`src/rtl/backend_stall_ctrl.sv`:
```
// backend_stall_ctrl: merges per-stage stall/clear requests for both backend pipes,
// arbitrates EX vs M2 redirects, and blocks issue for a post-flush window.
`default_nettype none

module backend_stall_ctrl #(
  parameter int FLUSH_CYCLES = 2
) (
  input  logic             clk,
  input  logic             rst,
  input  logic [1:0]       ex_stall_req_i,
  input  logic [1:0]       m1_stall_req_i,
  input  logic [1:0]       m2_stall_req_i,
  input  logic             ex_clr_req_i,
  input  logic [31:0]      ex_target_i,
  input  logic             m2_clr_req_i,
  input  logic             m2_clr_exclude_self_i,
  input  logic [31:0]      m2_target_i,
  output logic [2:0]       stall_vec_o,
  output logic [1:0][2:0]  clr_vec_o,
  output logic             issue_allow_o,
  output logic             frontend_flush_o,
  output logic [31:0]      frontend_target_o,
  output logic [31:0]      stall_cycles_o
);

  localparam logic [3:0] FLUSH_LOAD = 4'(FLUSH_CYCLES);

  typedef enum logic [0:0] {
    RUN   = 1'b0,
    FLUSH = 1'b1
  } state_t;

  state_t      state;
  logic [3:0]  cnt;
  logic [2:0]  stall;
  logic        ex_acc;
  logic        m2_acc;

  // A stalled older stage freezes every younger stage behind it.
  always_comb begin
    stall[2] = |m2_stall_req_i;
    stall[1] = stall[2] | (|m1_stall_req_i);
    stall[0] = stall[1] | (|ex_stall_req_i);
  end

  assign stall_vec_o = stall;
  assign ex_acc      = ex_clr_req_i & ~stall[0];
  assign m2_acc      = m2_clr_req_i & ~stall[2];

  always_comb begin
    clr_vec_o = '0;
    if (ex_acc) begin
      clr_vec_o[1][0] = 1'b1;
    end
    if (m2_acc) begin
      clr_vec_o[0][1:0] = 2'b11;
      clr_vec_o[0][2]   = ~m2_clr_exclude_self_i;
      clr_vec_o[1]      = 3'b111;
    end
  end

  assign issue_allow_o = ~rst & (state == RUN) & ~stall[0];

  always_ff @(posedge clk) begin
    if (rst) begin
      state             <= RUN;
      cnt               <= 4'd0;
      frontend_flush_o  <= 1'b0;
      frontend_target_o <= 32'd0;
      stall_cycles_o    <= 32'd0;
    end else begin
      frontend_flush_o <= 1'b0;
      if (stall[0]) begin
        stall_cycles_o <= stall_cycles_o + 32'd1;
      end
      case (state)
        RUN: begin
          if (ex_acc | m2_acc) begin
            frontend_target_o <= m2_acc ? m2_target_i : ex_target_i;
            frontend_flush_o  <= 1'b1;
            cnt               <= FLUSH_LOAD;
            state             <= FLUSH;
          end
        end
        FLUSH: begin
          // A branch here is younger than the flush already taken; only M2 can re-redirect.
          if (m2_acc) begin
            frontend_target_o <= m2_target_i;
            frontend_flush_o  <= 1'b1;
            cnt               <= FLUSH_LOAD;
          end else if (cnt <= 4'd1) begin
            cnt   <= 4'd0;
            state <= RUN;
          end else begin
            cnt <= cnt - 4'd1;
          end
        end
        default: begin
          state <= RUN;
          cnt   <= 4'd0;
        end
      endcase
    end
  end

endmodule

`default_nettype wire

```
`config.mk`:
```
export PLATFORM = sky130hd
export DESIGN_NAME = backend_stall_ctrl
export DESIGN_NICKNAME = d
export VERILOG_FILES = /design/src/rtl/backend_stall_ctrl.sv
export SDC_FILE = /design/constraint.sdc
export NUM_CORES = 1
export LEC_CHECK = 0
export BUFFER_PORTS_ARGS = -buffer_cell sky130_fd_sc_hd__buf_2
export CAP_MARGIN = 20
export CORE_ASPECT_RATIO = 0.8
export CORE_MARGIN = 10
export CORE_UTILIZATION = 33
export DETAILED_ROUTE_END_ITERATION = 6
export PLACE_DENSITY_LB_ADDON = 0.05
export SETUP_SLACK_MARGIN = 0.2
export SYNTH_ARGS = -nofsm -noshare
export SYNTH_HDL_FRONTEND = slang
export SYNTH_SLANG_ARGS = --single-unit
```
`constraint.sdc`:
```
create_clock -name clk -period 3.3 [get_ports clk]
set_input_delay 0.66 -clock clk [delete_from_list [all_inputs] [get_ports clk]]
set_output_delay 0.66 -clock clk [all_outputs]
set_load 0.05 [all_outputs]
```
== Word level (Yosys, flattened, before mapping) ==
Index checks and enable logic that the tools add are counted.
Operators by class
  multiplexer cells: 16
  eq/ne operators: 2
  reductions and logical operators: 4
  magnitude comparators: 1
  bitwise logic cells: 12
  add/subtract/negate cells: 2
Operators with widths (count)
  2-to-1 mux 32 bit: 3
  one-hot mux 32 bit (2 select lines): 1
  adder 32 x 1 -> 32 bit (second input constant): 1
  2-to-1 mux 4 bit: 3
  one-hot mux 4 bit (2 select lines): 1
  2-to-1 mux 6 bit: 1
  OR reduction 2 bit: 3
  2-to-1 mux 1 bit: 5
  inverter 1 bit: 5
  bitwise AND 1 bit: 4
  less-or-equal comparator 4 x 1 -> 1 bit (second input constant): 1
  inequality test 2 x 1 -> 1 bit (second input constant): 2
  one-hot mux 1 bit (2 select lines): 2
  subtractor 4 x 1 -> 4 bit (second input constant): 1
  OR 1 bit: 3
  AND reduction 2 bit: 1
Storage, ports and cells
  input bits: 75
  output and inout bits: 75
  logic and storage cells: 42
  register bits after elaboration: 70

== Depth between registers and ports, before layout ==
  depth after elaboration: 8
  mapped depth: 9
  mapped depth without buffers: 7

== Worst setup path after synthesis ==
No wires, ideal clock.
  kind: input to output
  start: input m2_stall_req_i[1]
  end: output clr_vec_o[3] (netlist bit)
  arrival: 3.232 ns
  required time: 2.640 ns
  path buffers: 2
  slack: -0.592 ns
  stages on the path: 5
  cells stage by stage: or4_1 -> clkbuf_1 -> or3_1 -> buf_4 -> o21ai_0
RTL lines
  from (decl): line 12  | input logic [1:0] m2_stall_req_i,
  to (decl): line 19  | output logic [1:0][2:0] clr_vec_o,

== Worst setup path after layout ==
  start: input m2_stall_req_i[1]
  end: output issue_allow_o
Between the ends
  cells in the longest elaborated chain, start to end: 5
Ends and longest elaborated chain
  OR reduction 2 bit: line 41  | stall[2] = |m2_stall_req_i;
  OR 1 bit: line 42  | stall[1] = stall[2] | (|m1_stall_req_i);
  OR 1 bit: line 43  | stall[0] = stall[1] | (|ex_stall_req_i);
  inverter 1 bit: line 62  | assign issue_allow_o = ~rst & (state == RUN) & ~stall[0];
  bitwise AND 1 bit: line 62
  to (decl): line 20  | output logic issue_allow_o,
Every way passes these cells.

==> impl_metrics.py <==
metrics = {
    "status": {
        "outcome": "complete, no violations",
    },
    "worst_setup_path": {
        "critPathRequiredTime_ps": 2640,
        "worst-path-max-fanout": 5,
        "crit_path_top_delay_cell": "or4_1",
        "crit_buf_inv": 2,
        "crit_family": "simple AND/OR/NAND/NOR gates",
        "crit_chain": "buf_2, or4_1, or3_1, nor3_4, buf_2",
        "cp-end-kind": "output port",
        "worstPathArrival_ps": 2350,
        "crit_type": "input pin to output port",
        "rr_worst_depth": 6,
        "cpPeakStageDelay_ps": 550,
        "crit_cells": 5,
        "worst_path_most_repeated_cell": "buf_2",
        "startpoint_type": "input pin",
    },
    "clocking": {
        "clockBufferDepth": 2,
        "hold_buffers": 0,
        "path_clk_slew_ps": 50,
        "postCtsSetupBuffers": 0,
        "clk_latency_ps": 330,
        "clkSinkCount": 70,
        "cts_resized": 0,
        "htreeDepth": 3,
        "cts_root_buffer": "clkbuf_16",
        "cts_made_buffers": 9,
        "cts_tree": "yes",
    },
    "placed_design": {
        "dp.cells": 629,
        "io_buffers": 149,
        "gp_congestion": 0.751,
        "hpwl_mm": 7.42,
    },
    "final_layout": {
        "syn_to_final_growth_pct": 34.5,
        "mostFrequentLayoutCell": "buf_2",
        "diodes": 0,
        "fin_nets": 582,
        "final_cells": 645,
        "final_cell_mix": "buf_2, dfxtp_1, nor2_1",
        "drive_gt1_share_pct": 38.5,
        "utilization_pct": 46.2,
        "nFillCells": 1018,
    },
    "die": {
        "dieHeight_um": 110,
        "core_area_sq_um": 9770,
        "start_util_pct": 34.3,
        "num_rows": 32,
        "ios": 150,
        "chipWidth_um": 133,
        "die_area_sq_um": 14600,
    },
    "drt": {
        "drt-initial-drc-count": 140,
        "drc": 0,
        "vias_per_cell": 4.73,
        "routedWlPerCell_um": 15.2,
        "routed_wl_mm": 9.81,
        "num_vias": 3053,
        "drt_first_pass_iters": 6,
        "ant_nets": 0,
    },
    "flow_run": {
        "maxCapViolCount": 0,
    },
    "yosys": {
        "netlist.top_cell.by_area": "dfxtp_1",
        "synth_area_leaders": "dfxtp_1, mux2i_1, nor2_1, a211oi_2, xnor2_1",
        "synth_top_area_share_pct": 41.8,
        "syn_avg_cell_area_sq_um": 9.19,
        "synth_cell_types": 40,
        "syn-num-nets": 443,
        "netlist_area_sq_um": 3350,
        "ys_seq_area_share_pct": 41.8,
        "yosysWarnings": 0,
        "synth-seq-cells": 70,
        "synthCells": 365,
    },
    "timing": {
        "rsz0062_at_grt": "false",
        "timing.fmax_mhz": 332,
        "period_share_pct": 91.2,
        "finalHoldViolCount": 0,
        "slew_violations": 0,
        "final.setup_skew_ps": 4.67,
        "setup_viol": 0,
        "period_needed_ps": 3010,
        "slew_headroom_pct": 56.8,
        "tns_ps": 0,
        "worst_slew_pin_slew_ps": 648,
    },
    "pwr": {
        "p_per_area_nw_per_um2": 481,
        "p_leak_nw": 2.08,
        "vdd_drop_max_mv": 0.194,
    },
    "hold_path": {
        "worstHoldPathCells": 2,
        "hp-class": "register to register",
    },
    "grt": {
        "grt_pass1_vias": 3069,
        "antenna_found_initial": 0,
        "overflow": 0,
        "grt_usage_pct": 13.6,
        "grt_start_max_net_pins": 66,
        "grt_pass1_wl_mm": 16.1,
    },
}
metrics by stage:
stage	power, mW	worst slack, ps	instance area, sq um	hold WS, ps
after floorplan	1.15	201	3380	469
after global placement	1.25	308	4230	484
after detailed placement	1.26	282	4230	488
after CTS	2.21	273	4510	495
after global routing	2.27	203	4510	514
final	2.17	291	4510	494
layout make-up:
cell class | count | area [sq um] | share of cell area (%)
Clock buffer | 11 | 233 | 5.16
Inverter | 7 | 26.3 | 0.583
Sequential cell | 70 | 1400 | 31.1
Timing Repair Buffer | 158 | 838 | 18.6
Tap cell | 136 | 170 | 3.77
Multi-Input combinational cell | 258 | 1790 | 39.7
Clock inverter | 5 | 50.0 | 1.11
cells by family after synthesis:
| group | share of synthesized area, % |
|---|---|
| fa+ha+maj | 1.12 |
| mux | 9.85 |
| buf+inv | 5.67 |
| simple gates | 20.4 |
| xor+xnor | 7.05 |
| compound gates | 14.1 |
| flops | 41.8 |
layer usage:
metal | track usage, % | part of all wire [%] | vias up
li1 | - | - | 1574
met1 | 17.2 | 49 | 1386
met2 | 21.0 | 44 | 83
met3 | 5.70 | 5.9 | 10
met4 | 3.53 | 0.99 | 0
met5 | 0 | 0 | -
final timing paths:
path                                        end                               start  slack, ps
min reg2reg  frontend_target_o[29]$_SDFFE_PP0P_  frontend_target_o[29]$_SDFFE_PP0P_        490
max                               issue_allow_o                   m2_stall_req_i[1]        290
min          frontend_target_o[29]$_SDFFE_PP0P_  frontend_target_o[29]$_SDFFE_PP0P_        490
max reg2reg     stall_cycles_o[31]$_SDFFE_PP0P_      stall_cycles_o[4]$_SDFFE_PP0P_       1060
synthesized netlist by cell type:
cell,number
clkbuf_1,18
nor2_1,69
mux2i_1,33
dfxtp_1,70
nor3_1,11
nor2b_1,1
o21a_1,1
buf_2,2
a211oi_2,17
or2_2,1
o311ai_0,1
nor4_1,9
nand2_1,12
o21ai_0,4
inv_1,7
a31o_2,2
xnor2_1,22
and2_0,1
or4_1,1
ha_1,3
or3_1,3
and4_1,4
buf_6,3
nand4_1,5
nor3b_1,1
or3b_1,1
nand4b_1,1
a21oi_1,7
and2_1,2
o311a_1,1
o31ai_1,1
nand2b_1,1
buf_4,7
nor4b_1,2
a211oi_1,17
xor2_1,5
o31ai_4,1
a31oi_1,1
nand3_1,9
and3_1,8
tightest hold or removal path, cell delays in order (launching register included):
cell and delay, ps:
dfxtp_1 300, nor2_1 90, a211oi_1 50
power by group:
group | total, mW | switching [mW] | internal (mW)
logic | 0.341 | 0.225 | 0.115
registers | 0.891 | 0.0167 | 0.874
clock network | 0.938 | 0.358 | 0.580
total | 2.17 | 0.600 | 1.57
registers in the layout (all words and copies together) (netlist names):
register           count
cnt                    4
frontend_flush_o       1
frontend_target_o     32
stall_cycles_o        32
state                  1
Power figures use the tool's default switching activity.
